--- src/rtl/hv_pwm_intb_encode.sv ---
`default_nettype none
// ============================================================================
// Module      : hv_pwm_intb_encode
// Description : HV-side encoder for the shared isolated PWM/INTB return line.
//               Idle traffic is the gate-wave feedback level, delayed one
//               clock. A change of the HV fault status (i_intb_n) is sent as
//               a frame of inverted pulses around the gate-wave level latched
//               at frame start:
//                 1 pulse  -> INTB asserted (low)
//                 3 pulses -> INTB released (high)
//               Every frame ends with a quiet tail. The LV pulse-counting
//               decoder uses this tail to detect end-of-frame. Its pulse
//               window is 4..12 cycles and its end-of-frame timeout is
//               more than 12 cycles.
//
// Parameters  : PULSE_CYC - inverted pulse width in clocks (5..11)
//               GAP_CYC   - inter-pulse gap at the latched level (5..11)
//               QUIET_CYC - tail at the latched level before live gwave
//                           resumes (>= 14)
//
// Ports       : i_clk           - block clock
//               i_rst_n         - asynchronous active-low reset
//               i_gwave         - gate-wave level to carry on the line
//               i_intb_n        - HV fault status, active low
//               o_hv_pwm_intb_n - encoded line to the isolator (registered)
//               o_busy          - high while a frame (incl. tail) is active
//               o_frame_done    - one-cycle pulse when a frame tail completes
//
// Revision    : 1.0 - initial release
// ============================================================================
module hv_pwm_intb_encode #(
  parameter int PULSE_CYC = 8,
  parameter int GAP_CYC   = 8,
  parameter int QUIET_CYC = 16
) (
  input  logic i_clk,
  input  logic i_rst_n,
  input  logic i_gwave,
  input  logic i_intb_n,
  output logic o_hv_pwm_intb_n,
  output logic o_busy,
  output logic o_frame_done
);

  // Phase counter is sized for the longest phase so it never has to wrap.
  localparam int MAX_PG  = (PULSE_CYC > GAP_CYC) ? PULSE_CYC : GAP_CYC;
  localparam int MAX_CYC = (MAX_PG > QUIET_CYC) ? MAX_PG : QUIET_CYC;
  localparam int CNT_W   = $clog2(MAX_CYC + 1);

  // Each phase loads (length - 1) on entry and counts down to zero.
  localparam logic [CNT_W-1:0] c_pulse_ld = CNT_W'(PULSE_CYC - 1);
  localparam logic [CNT_W-1:0] c_gap_ld   = CNT_W'(GAP_CYC - 1);
  localparam logic [CNT_W-1:0] c_quiet_ld = CNT_W'(QUIET_CYC - 1);
  localparam logic [CNT_W-1:0] c_cnt_zero = '0;

  typedef enum logic [1:0] {
    IDLE  = 2'd0,
    PULSE = 2'd1,
    GAP   = 2'd2,
    QUIET = 2'd3
  } state_t;

  // --------------------------------------------------------------------------
  // Registered state
  // --------------------------------------------------------------------------
  state_t           r_state;
  logic [CNT_W-1:0] r_cnt;
  logic [1:0]       r_pulses_left;
  logic             r_sent_lvl;     // last fault level that was sent to LV
  logic             r_lat_gw;       // gate-wave level frozen for the frame
  logic             r_line;
  logic             r_busy;
  logic             r_frame_done;

  // --------------------------------------------------------------------------
  // Next-state values
  // --------------------------------------------------------------------------
  state_t           w_state_nxt;
  logic [CNT_W-1:0] w_cnt_nxt;
  logic [1:0]       w_pulses_left_nxt;
  logic             w_sent_lvl_nxt;
  logic             w_lat_gw_nxt;
  logic             w_line_nxt;
  logic             w_frame_done_nxt;
  logic             w_cnt_done;

  assign w_cnt_done = (r_cnt == c_cnt_zero);

  // Next-state and counter logic
  always_comb begin
    w_state_nxt       = r_state;
    w_cnt_nxt         = r_cnt;
    w_pulses_left_nxt = r_pulses_left;
    w_sent_lvl_nxt    = r_sent_lvl;
    w_lat_gw_nxt      = r_lat_gw;
    w_frame_done_nxt  = 1'b0;

    case (r_state)
      IDLE: begin
        w_cnt_nxt = c_cnt_zero;
        // A level comparison rather than an edge event. Any fault activity
        // during a frame collapses to its net effect, which is seen here.
        if (i_intb_n != r_sent_lvl) begin
          w_state_nxt       = PULSE;
          w_cnt_nxt         = c_pulse_ld;
          w_pulses_left_nxt = i_intb_n ? 2'd3 : 2'd1;
          w_sent_lvl_nxt    = i_intb_n;
          w_lat_gw_nxt      = i_gwave;
        end
      end

      PULSE: begin
        if (w_cnt_done) begin
          w_pulses_left_nxt = r_pulses_left - 2'd1;
          // A count of 1 or less means this was the last pulse. A corrupted
          // count of 0 therefore still terminates the frame.
          if (r_pulses_left > 2'd1) begin
            w_state_nxt = GAP;
            w_cnt_nxt   = c_gap_ld;
          end else begin
            w_state_nxt = QUIET;
            w_cnt_nxt   = c_quiet_ld;
          end
        end else begin
          w_cnt_nxt = r_cnt - 1'b1;
        end
      end

      GAP: begin
        if (w_cnt_done) begin
          w_state_nxt = PULSE;
          w_cnt_nxt   = c_pulse_ld;
        end else begin
          w_cnt_nxt = r_cnt - 1'b1;
        end
      end

      QUIET: begin
        if (w_cnt_done) begin
          w_state_nxt      = IDLE;
          w_cnt_nxt        = c_cnt_zero;
          w_frame_done_nxt = 1'b1;
        end else begin
          w_cnt_nxt = r_cnt - 1'b1;
        end
      end

      default: begin
        w_state_nxt = IDLE;
        w_cnt_nxt   = c_cnt_zero;
      end
    endcase
  end

  // The line level is decoded from the *next* state so that the registered
  // output changes in the same cycle as the state. The first pulse edge
  // therefore lands one clock after the fault change is seen, and live
  // gwave returns in the first IDLE cycle.
  always_comb begin
    w_line_nxt = i_gwave;
    case (w_state_nxt)
      PULSE:       w_line_nxt = ~w_lat_gw_nxt;
      GAP, QUIET:  w_line_nxt = w_lat_gw_nxt;
      default:     w_line_nxt = i_gwave;
    endcase
  end

  // --------------------------------------------------------------------------
  // State register
  // --------------------------------------------------------------------------
  always_ff @(posedge i_clk or negedge i_rst_n) begin
    if (!i_rst_n) begin
      r_state       <= IDLE;
      r_cnt         <= c_cnt_zero;
      r_pulses_left <= 2'd0;
      r_sent_lvl    <= 1'b1;
      r_lat_gw      <= 1'b1;
      r_line        <= 1'b1;
      r_busy        <= 1'b0;
      r_frame_done  <= 1'b0;
    end else begin
      r_state       <= w_state_nxt;
      r_cnt         <= w_cnt_nxt;
      r_pulses_left <= w_pulses_left_nxt;
      r_sent_lvl    <= w_sent_lvl_nxt;
      r_lat_gw      <= w_lat_gw_nxt;
      r_line        <= w_line_nxt;
      r_busy        <= (w_state_nxt != IDLE);
      r_frame_done  <= w_frame_done_nxt;
    end
  end

  assign o_hv_pwm_intb_n = r_line;
  assign o_busy          = r_busy;
  assign o_frame_done    = r_frame_done;

endmodule
`default_nettype wire

--- config.mk ---
export PLATFORM = sky130hd
export DESIGN_NAME = hv_pwm_intb_encode
export DESIGN_NICKNAME = d
export VERILOG_FILES = /design/src/rtl/hv_pwm_intb_encode.sv
export SDC_FILE = /design/constraint.sdc
export NUM_CORES = 1
export LEC_CHECK = 0
export ABC_AREA = 1
export ABC_CLOCK_PERIOD_IN_PS = 1400
export CORE_UTILIZATION = 35
export DETAILED_ROUTE_END_ITERATION = 10
export MAX_ROUTING_LAYER = met4
export SYNTH_ARGS = -nofsm -noshare
export SYNTH_HDL_FRONTEND = slang
export SYNTH_SLANG_ARGS = --single-unit
--- constraint.sdc ---
create_clock -name i_clk -period 1.4 [get_ports i_clk]
set_clock_uncertainty 0.15 [all_clocks]
set_input_delay 0.28 -clock i_clk [delete_from_list [all_inputs] [get_ports i_clk]]
set_output_delay 0.28 -clock i_clk [all_outputs]
set_load 0.01 [all_outputs]
==> results of run 1 <==
-- through the flow --
step,hold slack (ns),cells
after floorplan,-0.166,80
after global placement,0.328,120
after detailed placement,0.330,120
after CTS,0.146,124
after global routing,0.174,125
final,0.140,125
-- synthesized netlist by cell type, types with 2 or more instances --
cell type / count / share of area [%]
nor2_4: 3 / 4.6
inv_1: 12 / 6.2
nand3_2: 2 / 2.7
or2_1: 2 / 1.7
dfrtp_1: 11 / 38
nor2_1: 2 / 1.0
ha_1: 2 / 3.4
nor2_2: 2 / 1.7
o21ai_1: 4 / 2.7
nand2_2: 3 / 2.6
o21ai_0: 3 / 2.1
dfstp_2: 3 / 11
nand2_1: 18 / 9.3
nand3_1: 2 / 1.4
-- cells by family after synthesis --
family,Yosys count,synth area share (%)
buffers and inverters,13,6.70
AOI/OAI and AO/OA,12,9.62
DFF,14,48.6
adders and majority gates,2,3.44
xor gates and xnor gates,1,1.20
and+or+nand+nor,38,30.4
-- layout by cell type (no fill, tap or decap), types with 3 or more instances in the layout --
cell type,n
nand3_2,3
nand2_1,14
nor2_4,3
inv_1,10
clkbuf_4,3
inv_2,3
dfstp_2,3
nand2_2,5
buf_4,8
dfrtp_1,11
clkdlybuf4s50_1,3
o21ai_1,5
-- report_power, final --
group          total (uW)  switching [uW]  internal, uW
Combinational        1160             638           526
Sequential            728             121           607
Clock                 293             134           158
Total                2180             893          1290
-- final cells by class --
| class | instances | share of cell area, % |
|---|---|---|
| multi-input combinational | 53 | 38.3 |
| sequential | 14 | 37.3 |
| timing repair buffer | 14 | 11.9 |
| inverter | 13 | 5.15 |
| clock buffer | 4 | 3.83 |
| tap | 27 | 3.56 |
-- flip-flops by register name (all words and copies together), names as in the netlist --
signal / count
r_lat_gw: 1
r_state: 2
o_busy: 1
o_hv_pwm_intb_n: 1
o_frame_done: 1
r_pulses_left: 2
r_cnt: 5
r_sent_lvl: 1
-- worst paths after layout --
| path | cells after the start | start | slack [ns] | end |
|---|---|---|---|---|
| setup / recovery | 6 | r_cnt[0] | -0.02 | r_cnt[0] |
| setup reg to reg | 6 | r_cnt[0] | -0.02 | r_cnt[0] |
| hold reg to reg | 1 | r_pulses_left[0] | 0.34 | r_pulses_left[0] |
| min in group i_clk | 1 | r_pulses_left[0] | 0.34 | r_pulses_left[0] |
| hold / removal | 2 | i_rst_n | 0.14 | r_cnt[0] |
| max in group asynchronous | 2 | i_rst_n | 0.71 | r_sent_lvl |
-- what timing repair did --
item / in CTS / in global routing
buffers inserted: 0 / 1
endpoints found under the setup margin: 10 / 8
gates resized for setup: 14 / 3
pin swaps: 1 / 2
-- per-layer routing --
metal  wire length, um  up-vias  track usage, %
li1                  -      291               -
met4                23        0            6.67
met2               609        7            20.5
met3                20        3            3.40
met5                 0        -               -
met1               630      253            18.5
==> results.cfg, run 1 <==
[synthesis]
synth-main-ff-cell = dfrtp_1
synth_area_um2 = 728
yosys_warnings = 0
synth-seq-area-share_pct = 48.6
async_reset_ff_share_pct = 100
synth_edf_count = 0
syn_inst = 80
synth_nets = 86
synth-seq-cells = 14
syn_area_per_cell_um2 = 9.10
ys_types = 25

[worst_setup_path]
critPathKind = flop to flop
crit_fanout = 3
worst_path_largest_cell_delay_ns = 0.40
cp_cell_sequence = inv_2 > ha_4 > nand3_2 > nor3_2 > or2_1 > o21ai_1
end_kind = flop
worstSetupStartpointType = flop
cp_data_required_time_ns = 1.43
critical_path_buf_inv_count = 1
cp.arrival_ns = 1.45
cp_top_family = simple AND/OR/NAND/NOR gates
cp_slowest_cell = dfrtp_1

[power]
p_per_area_nw_per_um2 = 2300
p_total_uw = 2180
p_leak_uw = 0.000454
vdd_drop_max_uv = 1220

[clock_network]
cts_hold_buf = 0
insertion_delay_ns = 0.28
cts-root-buf = clkbuf_4
cts_tree = yes
clock_path_buffers = 2
htree_levels = 1
cts.sinks = 14
cts_inserted_buffers = 3
path_clk_slew_ns = 0.09

[route]
vias = 554
drtIter0Drc = 2
drt_wl_total_um = 1280
drt.antenna.violating_nets = 0
drc = 0
via_per_inst = 4.43
wl_per_cell_um = 10.3
dr.pass1.iters = 4

[timing]
drv_slew = 0
hold_violations = 0
period_minus_slack_ns = 1.42
slew_headroom_pct = 83.2
fmax_ghz = 0.707
rsz0062_at_grt = yes
setup_viol = 4
period_share_pct = 101
tightest_slew_ns = 0.251
fin_tns_setup_ns = -0.0381
timing.final.ws_setup_ns = -0.0151

[flow_run]
cap_violations = 0

[layout]
multi_input_area_um2 = 363
synthToLayoutAreaGrowth_pct = 30.2
final_util_pct = 48.3
layout-drive-gt1-share_pct = 38.8
nets = 105
seq_area_um2 = 354
antenna_cells = 0
design_area_um2 = 948
fillers = 200

[global_routing]
grt_use_total_pct = 14.2
grt_pass1_wl_um = 2090
grt_pass1_vias = 498
antenna_found_initial = 0
grt_max_degree = 15
grt_overflow_total = 0

[place]
io_buffers = 6
place_hpwl_um = 913
globalplace.congestion = 0.762
place_area_um2 = 877
preCtsSetupSlack_ns = -0.262

[floorplan]
io_pins = 7
die_area_um2 = 2270
fp.dieH_um = 47.6
fp.dieW_um = 47.6
start_util_pct = 37.1
row_count = 16
core_area_um2 = 1960

[worst_hold_path]
hold_class = input port to async pin

[status]
status = finished, violations left
violations = setup timing
(Power assumes the default switching activity.)
==> run 2, diff against run 1 <==
- ABC_CLOCK_PERIOD_IN_PS: 1400 -> 1300
- SLEW_MARGIN: unset -> 15
- clock period: 1.4 -> 1.3 ns (I/O delays scaled with it)
==> run 2 against run 1 <==
- combinational power up 34%
- power up 19%
- register-to-register slack worse by 0.15 ns
- wire length up 13%
- largest power group unchanged
- maximum frequency down 3.6%
- final cell count up 8.0%
- via count up 12%
- highest routed layer is now met3
- cell area up 10%
- critical endpoint is now o_hv_pwm_intb_n
- the flow still finishes with violations (setup timing)
==> results.cfg, run 2 (synthesized netlist as in run 1, its figures left out) <==
[status]
status = finished, violations left
violations = setup timing

[layout]
fillers = 201
design_area_um2 = 1040
final_cell_mix = 16 x buf_4, 13 x nand2_1, 10 x dfrtp_1
final_util_pct = 53.2
layout-drive-gt1-share_pct = 49.1
final_common_cell = buf_4
synthToLayoutAreaGrowth_pct = 43.3
final_cells = 135
reg_top3 = r_cnt x5, r_pulses_left x2, r_state x2
nets = 115
largest_register_ffs = 5
antenna_cells = 0
largest_register = r_cnt

[floorplan]
io_pins = 7
fp.dieH_um = 47.6
core_area_um2 = 1960
fp.dieW_um = 47.6
row_count = 16
die_area_um2 = 2270
start_util_pct = 37.1

[route]
drtIter0Drc = 5
wl_per_cell_um = 10.8
via_per_inst = 4.61
vias = 622
drt.antenna.violating_nets = 0
drc = 0
dr.pass1.iters = 2
drt_wl_total_um = 1460

[timing]
period_minus_slack_ns = 1.47
period_share_pct = 113
rsz0062_at_grt = yes
drv_slew = 0
tightest_slew_ns = 0.202
hold_violations = 0
timing.final.ws_setup_ns = -0.168
fin_tns_setup_ns = -1.04
setup_viol = 12
fmax_ghz = 0.681
slew_headroom_pct = 86.4

[worst_setup_path]
r2r-start = r_cnt[1]
reg2reg_to = o_hv_pwm_intb_n
crit_start = r_cnt[1]
cp.arrival_ns = 1.53
end_kind = flop
worstSetupEndpoint = o_hv_pwm_intb_n
crit_fanout = 4
r2r_cells = 9
critPathKind = flop to flop
r2r_setup_slack_ns = -0.17
cp_data_required_time_ns = 1.36
worstSetupStartpointType = flop

[place]
io_buffers = 6
dpl.cell_count = 126
globalplace.congestion = 0.719
preCtsSetupSlack_ns = -0.351
place_hpwl_um = 1030
place_area_um2 = 935

[clock_network]
cts-root-buf = clkbuf_4
cts_inserted_buffers = 3
clock_path_buffers = 2
cts.sinks = 14
cts_tree = yes
insertion_delay_ns = 0.28
path_clk_slew_ns = 0.09
htree_levels = 1

[power]
p_int_uw = 1550
p_clk_share_pct = 10.0
p_switching_uw = 1060
vdd_drop_max_uv = 1480
sequentialPowerShare_pct = 30.4
p_per_area_nw_per_um2 = 2500
combPwrFrac_pct = 59.6
swShare_pct = 40.7
p_leak_uw = 0.000510

[global_routing]
grt_overflow_total = 0
grt_pass1_vias = 566
grt_max_degree = 15
grt_pass1_wl_um = 2340
antenna_found_initial = 0
grt_use_total_pct = 15.6

[flow_run]
cap_violations = 0

[worst_hold_path]
hold_class = input port to async pin
## run 2: cell count changes in the layout (fill, tap and decap cells not counted), sizes merged
cell and delta:
buf +11, clkbuf +1, dlygate4sd2 -2
## run 2: layout make-up
class / instances / area [um^2] / area share [%]
timing repair buffer: 24 / 194 / 18.6
clock buffer: 4 / 26.3 / 2.52
inverter: 13 / 48.8 / 4.68
sequential: 14 / 355 / 34.1
multi-input combinational: 53 / 385 / 36.9
tap: 27 / 33.8 / 3.24
## run 2: metal layers
| layer | global-route usage, % | routed length (um) | share of wire (%) | vias up |
|---|---|---|---|---|
| li1 | - | - | - | 315 |
| met1 | 17.4 | 655 | 45 | 299 |
| met2 | 27.4 | 767 | 53 | 8 |
| met3 | 5.66 | 33 | 2.3 | 0 |
| met4 | 1.67 | 0 | 0 | 0 |
| met5 | - | 0 | 0 | - |
## run 2: what timing repair did
action / 4_1_cts / 5_1_grt
gates resized for setup: 21 / 7
setup buffers: 2 / 3
setup endpoints to repair: 11 / 13
hold buffers: 0 / 0
pin swaps: 2 / 2
## run 2: per-stage QoR
step / hold WS, ns / power, uW
after floorplan: -0.186 / 1620
after global placement: 0.338 / 2050
after detailed placement: 0.347 / 2070
after CTS: 0.140 / 2460
after global routing: 0.164 / 2820
final: 0.135 / 2610
## run 2: how the worst min path moves through the flow
stage	start	end	slack (ns)	cells past startpoint
final	i_rst_n	r_cnt[1]	0.14	2
after global routing	i_rst_n	r_cnt[0]	0.16	2
after CTS	i_rst_n	o_busy	0.14	2
after detailed placement	r_lat_gw	r_lat_gw	0.35	2
after global placement	r_lat_gw	r_lat_gw	0.34	2
after floorplan	i_rst_n	o_busy	-0.19	0
## run 2: worst max-delay path: stages, from the launching register on
cell,delay [ns]
dfrtp_1,0.40
inv_2,0.07
ha_4,0.16
nand2_4,0.06
nor2_4,0.18
nand2_4,0.08
nand2_4,0.09
inv_2,0.05
nand4_1,0.08
nand3_2,0.07
## run 2: power groups by stage
stage / combinational (uW) / sequential, uW / clock (uW)
floorplan: 827 / 795 / 0
global placement: 1270 / 778 / 0
detailed placement: 1280 / 784 / 0
CTS: 1410 / 777 / 276
global route: 1720 / 808 / 287
finish: 1550 / 792 / 261
==> run 3, diff against run 2 <==
- CORE_MARGIN: unset -> 3
==> run 3 against run 2 <==
- global-route usage fell by 2.0 points
- the run still ends with setup timing left
- worst setup slack improved by 0.079 ns
- clock power fell by 3%
- wire length fell by 6.8%
- critical path depth did not move
- cell area rose by 3.5%
- maximum frequency rose by 5.7%
- sequential share of layout area fell by 1.1 points
==> results.cfg, run 3 (synthesized netlist as in run 1, its figures left out) <==
[power]
vdd_drop_max_uv = 1240
p_leak_uw = 0.000520
p_per_area_nw_per_um2 = 2530

[timing]
timing.final.ws_setup_ns = -0.0893
slew_headroom_pct = 87.8
hold_violations = 0
drv_slew = 0
setup_viol = 10
period_share_pct = 107
tightest_slew_ns = 0.181
rsz0062_at_grt = yes
fmax_ghz = 0.720
whs_ns = 0.122
fin_tns_setup_ns = -0.389
period_minus_slack_ns = 1.39

[clock_network]
cts_inserted_buffers = 3
cts-root-buf = clkbuf_4
cts_hold_buf = 0
cts.sinks = 14
insertion_delay_ns = 0.28
htree_levels = 1
clock_path_buffers = 2
cts_tree = yes
path_clk_slew_ns = 0.09

[layout]
synthToLayoutAreaGrowth_pct = 48.3
final_cell_mix = 18 x buf_4, 10 x nand2_1, 10 x dfrtp_1
final_util_pct = 58.7
antenna_cells = 0
reg_top3 = r_cnt x5, r_pulses_left x2, r_state x2
multi_input_area_um2 = 418
seq_area_um2 = 355
fillers = 183
nets = 116
largest_register = r_cnt
layout-drive-gt1-share_pct = 56.0
largest_register_ffs = 5
final_common_cell = buf_4

[place]
place_hpwl_um = 982
preCtsSetupSlack_ns = -0.360
io_buffers = 6
globalplace.congestion = 0.789

[global_routing]
grt_pass1_wl_um = 2570
antenna_found_initial = 0
grt_pass1_vias = 592
grt_max_degree = 15
grt_use_total_pct = 13.6
grt_overflow_total = 0

[worst_setup_path]
crit_start = r_cnt[0]
cp.arrival_ns = 1.44
end_kind = flop
critPathKind = flop to flop
crit_fanout = 4
cp_data_required_time_ns = 1.35
worstSetupStartpointType = flop
r2r-start = r_cnt[0]

[floorplan]
die_area_um2 = 2660
start_util_pct = 39.6
io_pins = 7
fp.dieW_um = 51.6
fp.dieH_um = 51.6
row_count = 15
core_area_um2 = 1840

[route]
drtIter0Drc = 5
drc = 0
dr.pass1.iters = 4
via_per_inst = 4.58
drt_wl_total_um = 1360
wl_per_cell_um = 10.1
vias = 614
drt.antenna.violating_nets = 0

[status]
violations = setup timing
status = finished, violations left

[worst_hold_path]
hold_class = input port to async pin

[flow_run]
cap_violations = 0
## run 3: changes by cell type in the layout (fill, tap and decap cells not counted), sizes merged
cell,change
clkdlybuf4s50,-1
clkbuf,+1
dlymetal6s2s,+1
## run 3: per-layer routing
layer  vias to the layer above  wire (um)  global-route usage (%)
met2                         8        674                    21.0
met3                         4         27                    2.58
li1                        314          -                       -
met1                       288        629                    16.6
met4                         0         26                    7.86
met5                         -          0                       -
## run 3: worst max-delay path, cell delays in order, from the launching register on
cell and delay, ns:
dfrtp_1 0.40, inv_2 0.07, ha_4 0.16, nand2_4 0.06
nor2_4 0.11, nand2_2 0.09, nand2_4 0.11, inv_2 0.04
nand4_1 0.07, nand3_2 0.06
## run 3: final timing paths
kind | slack (ns) | cells after the start | to
max | -0.09 | 9 | o_hv_pwm_intb_n
min | 0.12 | 2 | r_state[1]
max reg2reg | -0.09 | 9 | o_hv_pwm_intb_n
min reg2reg | 0.38 | 2 | r_sent_lvl
max in group asynchronous | 0.63 | 2 | r_lat_gw
min in group i_clk | 0.12 | 3 | r_sent_lvl
## run 3: area by class of cell
cell class / instances / area share [%]
Timing Repair Buffer: 25 / 18.5
Tap cell: 25 / 2.90
Inverter: 13 / 4.52
Sequential cell: 14 / 32.9
Multi-Input combinational cell: 53 / 38.7
Clock buffer: 4 / 2.43
## run 3: power breakdown
part	switching (uW)	leakage, uW	total, uW	internal (uW)
sequential	143	0.000161	802	659
clock	135	0.0000150	254	119
combinational	843	0.000344	1670	830
total	1120	0.000520	2730	1610
## run 3: stage by stage
| stage | area, um^2 | power (uW) | cells |
|---|---|---|---|
| floorplan | 743 | 1620 | 80 |
| global placement | 962 | 2140 | 128 |
| detailed placement | 962 | 2150 | 128 |
| CTS | 1060 | 2600 | 134 |
| global route | 1080 | 2980 | 134 |
| finish | 1080 | 2730 | 134 |
## run 3: what timing repair did
item,in CTS,in global routing
endpoints found under the hold margin,0,0
pin swaps,2,4
resized for setup,22,14
setup endpoints to repair,12,15
setup buffers,2,1
